$ cat src/rtl/noc_input_buffer.sv
// noc_fifo: generic show-ahead FIFO with occupancy count, head zeroed when empty.
// Latency: an entry written on edge N is visible on pop_dat after edge N.
// Backpressure: push_rdy is derived from registered count and rst only, never from pop_rdy.
module noc_fifo #(
  parameter  int WIDTH = 40,
  parameter  int DEPTH = 4,
  localparam int CNT_W = $clog2(DEPTH + 1),
  localparam int PTR_W = $clog2(DEPTH)
) (
  input  logic             clk,
  input  logic             rst,
  input  logic             push_vld,
  input  logic [WIDTH-1:0] push_dat,
  output logic             push_rdy,
  output logic             pop_vld,
  output logic [WIDTH-1:0] pop_dat,
  input  logic             pop_rdy,
  output logic [CNT_W-1:0] count
);

  localparam logic [CNT_W-1:0] FULL_CNT = CNT_W'(DEPTH);

  // Storage is deliberately left unreset; stale contents are never visible because
  // pop_dat is forced to zero whenever the FIFO is empty.
  logic [WIDTH-1:0] mem [DEPTH];
  logic [PTR_W-1:0] wr_ptr;
  logic [PTR_W-1:0] rd_ptr;
  logic             push;
  logic             pop;

  // Ready looks only at state and rst, so a full FIFO never falls through.
  assign push_rdy = !rst && (count != FULL_CNT);
  assign pop_vld  = (count != '0);
  assign push     = push_vld && push_rdy;
  assign pop      = pop_vld && pop_rdy;
  assign pop_dat  = pop_vld ? mem[rd_ptr] : '0;

  // Write the accepted entry at the tail; push is already blocked during rst.
  always_ff @(posedge clk) begin
    if (push) begin
      mem[wr_ptr] <= push_dat;
    end
  end

  // Pointer and occupancy bookkeeping; pointers wrap naturally at DEPTH.
  always_ff @(posedge clk) begin
    if (rst) begin
      wr_ptr <= '0;
      rd_ptr <= '0;
      count  <= '0;
    end else begin
      if (push) begin
        wr_ptr <= wr_ptr + PTR_W'(1);
      end
      if (pop) begin
        rd_ptr <= rd_ptr + PTR_W'(1);
      end
      case ({push, pop})
        2'b10:   count <= count + CNT_W'(1);
        2'b01:   count <= count - CNT_W'(1);
        default: count <= count;
      endcase
    end
  end

endmodule

// noc_input_buffer: per-port input flit buffer sitting directly upstream of xy_router.
// Latency: a flit accepted from the link on edge N is presented to the router after edge N.
// Backpressure: link_ready depends on occupancy only; a stalled router holds the head flit stable.
module noc_input_buffer #(
  parameter  int DATA_WIDTH = 32,
  parameter  int ADDR_WIDTH = 8,
  parameter  int DEPTH      = 4,
  localparam int CNT_W      = $clog2(DEPTH + 1)
) (
  input  logic                  clk,
  input  logic                  rst,
  input  logic [DATA_WIDTH-1:0] link_data,
  input  logic [ADDR_WIDTH-1:0] link_addr,
  input  logic                  link_valid,
  output logic                  link_ready,
  output logic [DATA_WIDTH-1:0] rtr_data,
  output logic [ADDR_WIDTH-1:0] rtr_addr,
  output logic                  rtr_valid,
  input  logic                  rtr_ready,
  output logic [CNT_W-1:0]      count,
  output logic                  almost_full
);

  typedef struct packed {
    logic [ADDR_WIDTH-1:0] addr;
    logic [DATA_WIDTH-1:0] data;
  } flit_t;

  localparam logic [CNT_W-1:0] AF_CNT = CNT_W'(DEPTH - 1);

  flit_t in_flit_dat;
  flit_t head_flit_dat;

  assign in_flit_dat.addr = link_addr;
  assign in_flit_dat.data = link_data;

  noc_fifo #(
    .WIDTH ($bits(flit_t)),
    .DEPTH (DEPTH)
  ) u_fifo (
    .clk      (clk),
    .rst      (rst),
    .push_vld (link_valid),
    .push_dat (in_flit_dat),
    .push_rdy (link_ready),
    .pop_vld  (rtr_valid),
    .pop_dat  (head_flit_dat),
    .pop_rdy  (rtr_ready),
    .count    (count)
  );

  // Head flit is already zeroed by the FIFO when empty.
  assign rtr_data    = head_flit_dat.data;
  assign rtr_addr    = head_flit_dat.addr;
  assign almost_full = (count >= AF_CNT);

endmodule
$ cat config.mk
export PLATFORM = sky130hd
export DESIGN_NAME = noc_input_buffer
export DESIGN_NICKNAME = d
export VERILOG_FILES = /design/src/rtl/noc_input_buffer.sv
export SDC_FILE = /design/constraint.sdc
export NUM_CORES = 1
export LEC_CHECK = 0
export ABC_AREA = 1
export CORE_ASPECT_RATIO = 1.75
export CORE_MARGIN = 3
export CORE_UTILIZATION = 47
export DETAILED_ROUTE_END_ITERATION = 6
export PLACE_DENSITY = 0.74
export SYNTH_ARGS = -nofsm -noshare
export SYNTH_HDL_FRONTEND = slang
export SYNTH_SLANG_ARGS = --single-unit
$ cat constraint.sdc
create_clock -name clk -period 8.9 [get_ports clk]
set_input_delay 0.89 -clock clk [delete_from_list [all_inputs] [get_ports clk]]
set_output_delay 0.89 -clock clk [all_outputs]
set_load 0.01 [all_outputs]
# Yosys cells after proc, flatten, opt, wreduce, memory -nomap -nowiden
# Memory sizes are Yosys's and may differ from the RTL's. A register that Yosys moved wholly into a read port is not among the register bits.
# Cells that the tools add are included.
[totals]
in_bits = 44
memories = 1
latch_bits = 0
out_inout_bits = 46
reg_bits = 7
elab_cells = 24
rom_bits = 0
ramBits = 160
[memory_table]
columns = ["memory", "depth", "width", "rd", "rd_clocked_by_memory_dff", "wr", "line", "source"]
rows = [
  ["u_fifo.mem", 4, 40, 1, 1, 1, "25", "logic [WIDTH-1:0] mem [DEPTH];"],
]
[classes]
addsub = 4
n_mul = 0
eq_ne = 3
n_shift = 0
n_lt_le_gt_ge = 1
bitwise = 0
reduce_logical = 6
div = 0
n_mux = 6
[ops]
columns = ["operator", "n"]
rows = [
  ["40-bit 2-to-1 mux", 1],
  ["3-bit case mux with 2 select lines", 1],
  ["2-bit by 1-bit adder with 2-bit output, second input constant", 2],
  ["2-bit 2-to-1 mux", 2],
  ["3-bit by 1-bit adder with 3-bit output, second input constant", 1],
  ["3-bit by 2-bit greater-or-equal comparator with 1-bit output, second input constant", 1],
  ["1-bit logical AND", 3],
  ["3-bit inequality test, second input constant", 1],
  ["3-bit nonzero test", 1],
  ["3-bit by 1-bit subtractor with 3-bit output, second input constant", 1],
  ["2-bit by 1-bit == test with 1-bit output, second input constant", 1],
  ["2-bit == test, second input constant", 1],
  ["1-bit 2-to-1 mux", 2],
  ["2-bit nonzero test", 1],
  ["1-bit logical NOT", 1],
]

# Longest topological paths before layout
[depth]
word_depth = 5
mapped_depth = 13

# Cells and area by module
# From an unflattened synthesis, not the netlist that was laid out.
[unflattened]
cells_unflattened = 546
area_unflattened_um2 = 6718.9
[by_module_without_submodules]
columns = ["module", "n_inst", "cells_each", "area_each_um2"]
rows = [
  ["noc_fifo", 1, 543, 6707.7],
  ["noc_input_buffer", 1, 3, 11.3],
]

# Least setup slack after synthesis
# Ideal clock, no wire load.
[synth_timing]
path_type = "input port to flip-flop"
startpoint = "input rst"
endpoint = "memory u_fifo.mem[0][0], enable pin"
cell_stages = 3
slack_ns = 5.511
arrival_time_ns = 2.951
t_required_ns = 8.462
path_buffers = 0
path_cell_list = "inv_1 nand3_1 nor2_1"
[synth_between]
elab_chain_cells = 5
[synth_lines]
columns = ["item", "line", "source"]
rows = [
  ["start: declaration", "78", "input logic rst,"],
  ["1-bit logical NOT", "32", "assign push_rdy = !rst && (count != FULL_CNT);"],
  ["1-bit logical AND", "32", ""],
  ["1-bit logical AND", "34", "assign push = push_vld && push_rdy;"],
  ["1-bit 2-to-1 mux", "40", "if (push) begin"],
  ["1-bit 2-to-1 mux (not written as such)", "41", "mem[wr_ptr] <= push_dat;"],
  ["end: declaration", "25", ""],
]
# No other way between the ends.

==> reports/results.ini <==
[outcome]
status=complete, no violations

[power_and_ir_drop]
power.density_nw_per_um2=282
peakVddDrop_v=0.000221
p_switching_mw=0.716
netSwitchingFraction=0.308
p_seq_frac=0.404
p_leak_nw=2.81
p_int_mw=1.61
combPwrFrac=0.309
pwr-share-clk=0.287

[hold_path]
min_path_type=reg -> reg

[timing]
slew_viol_final=0
hold_viol=0
post-route-period-util=0.450
worstMarginPinSlew_ns=0.913
rsz0062_at_grt=no
min_period_ns=4.01
fin_skew_ns=0.00576
fmax_mhz=250
setup_viol=0
tns_ns=0
max-slew-margin-rel=0.391

[placed_design]
place_hpwl_um=8010
io_buffers=89
place_inst=786
place_congestion=0.775

[synth]
synth_top_cell_by_area=edfxtp_1
syn_nets=594
synth.distinct_cells=20
syn_inst=544
synth_seq_area_share=0.743
syn-cell-area_um2=6710
synthTopCellsByArea=edfxtp_1 72%, nor2_1 9.6%, o21ai_0 4.3%
synth_top_area_frac=0.716
syn_area_per_cell_um2=12.3
yosys_warnings=0
synth_seq_cells=169

[clocking]
cts.clk_slew.worst_paths_ns=0.06
clockBufferDepth=2
cts_tree=built
clk_latency_ns=0.41
hold_buffers=0
cts_sinks=169
post_cts_resized=0
root_buffer=clkbuf_16
h-tree-depth=4
post_cts_buffers=0
cts_buffers=17

[route]
first_iter_violations=369
first_pass_iters=5
drcViolationCount=0
wl_per_cell_um=16.6
vias_per_cell=5.24
ant_nets=0
vias=4282
wl_um=13600

[floorplan]
rows=57
dieArea_um2=15800
die_h_um=164
initial_core_util=0.483
core_um2=13900
die_x_um=96.3
pin_count=90

[critical_path]
worstPathArrival_ns=3.12
cp-end-kind=output port
required_ns=8.01
crit_type=reg -> out
start_kind=flop
cp_max_fo=41

[grt]
grt_use_total=0.179
grt_max_degree=82
antenna_found_initial=0
grt_pass1_wl_um=21000
first_global_vias=4305
overflow=0

[final_layout]
instances_no_fill=817
drive_gt1_frac=0.0703
areaGrowthSynthToFinish_pct=23.0
n_antenna_cell=0
nets=678

[run]
maxCapViolCount=0

[flip-flops by register name, summed over array words and instances (netlist names), named ones only]
register	cells
u_fifo.wr_ptr	2
u_fifo.mem	160
u_fifo.rd_ptr	2
u_fifo.count	3
[final cells by class]
type	instances	area [um^2]
clock buffer	17	425
sequential	169	4990
multi-input combinational	325	1480
clock inverter	14	124
timing repair buffer	95	936
inverter	20	77.6
tap	177	221
fill	1095	5650
[layout by cell type (no fill, tap or decap)]
master / count
nor2_1: 167
edfxtp_1: 160
clkdlybuf4s50_1: 89
o21ai_0: 58
a21oi_1: 44
o21ai_1: 26
inv_1: 18
clkbuf_16: 17
nand2_1: 13
dfxtp_1: 7
buf_4: 6
nand3_1: 5
ha_1: 5
nor2_4: 4
inv_6: 4
clkinvlp_4: 3
clkinv_2: 3
dfxtp_2: 2
clkinv_4: 2
nand2_2: 1
inv_4: 1
inv_2: 1
nand4_1: 1
fa_1: 1
clkinv_1: 1
bufinv_16: 1
[per-stage QoR]
step / utilization / hold slack, ns / worst slack [ns] / instance area (um^2) / power [mW]
final: 0.593 / 0.511 / 4.89 / 8250 / 2.33
after global routing: 0.593 / 0.555 / 4.65 / 8250 / 2.46
after CTS: 0.593 / 0.509 / 4.81 / 8250 / 2.35
after detailed placement: 0.554 / 0.494 / 5.27 / 7700 / 1.68
after global placement: 0.554 / 0.478 / 5.36 / 7700 / 1.67
after floorplan: - / 0.459 / 5.51 / 6710 / 1.36
[kinds of logic after synthesis]
logic type / share of synthesized area
and+or+nand+nor: 0.109
AOI/OAI and AO/OA: 0.0955
DFF: 0.743
buffers and inverters: 0.0408
adders and majority gates: 0.0123
[metal layers]
metal | vias to the layer above | wire length (um) | track usage
met1 | 2088 | 5060 | 0.203
li1 | 2063 | - | -
met4 | 0 | 158 | 0.0575
met5 | - | 0 | 0
met3 | 11 | 707 | 0.0486
met2 | 120 | 7640 | 0.320
[synthesized netlist by cell type]
master,instances
fa_1,1
nand4_1,1
nand2_2,1
edfxtp_1,160
inv_4,1
buf_2,5
buf_6,5
nand2_1,13
clkbuf_1,4
dfxtp_1,9
o21ai_1,26
inv_1,18
o21ai_0,58
ha_1,5
nor2_1,171
nand3_1,5
inv_2,1
clkbuf_2,8
a21oi_1,44
buf_4,8
[critical path, stage by stage, from the launching register on]
cell and delay [ns]:
dfxtp_2 0.93, inv_2 0.58, nor2_1 0.22, o21ai_0 0.12, a21oi_1 0.25, clkdlybuf4s50_1 0.58
[power by group through the flow]
stage,Clock (mW),Combinational (mW),Sequential [mW]
5_1_grt,0.720,0.793,0.944
2_1_floorplan,0,0.417,0.947
4_1_cts,0.677,0.730,0.941
6_report,0.669,0.719,0.940
3_5_place_dp,0,0.726,0.957
3_3_place_gp,0,0.713,0.954
[path summary, 6_finish.rpt]
check	from	endpoint	slack, ns	cells after the start
worst min register to register	u_fifo.count[0]$_SDFFE_PP0P_	u_fifo.count[0]$_SDFFE_PP0P_	0.51	1
worst min-delay path	u_fifo.count[0]$_SDFFE_PP0P_	u_fifo.count[0]$_SDFFE_PP0P_	0.51	1
worst max-delay path	flop	rtr_data[24]	4.89	5
worst max register to register	u_fifo.count[0]$_SDFFE_PP0P_	u_fifo.count[2]$_SDFFE_PP0P_	6.63	12
No activity file was read; power rests on OpenSTA's default activity.
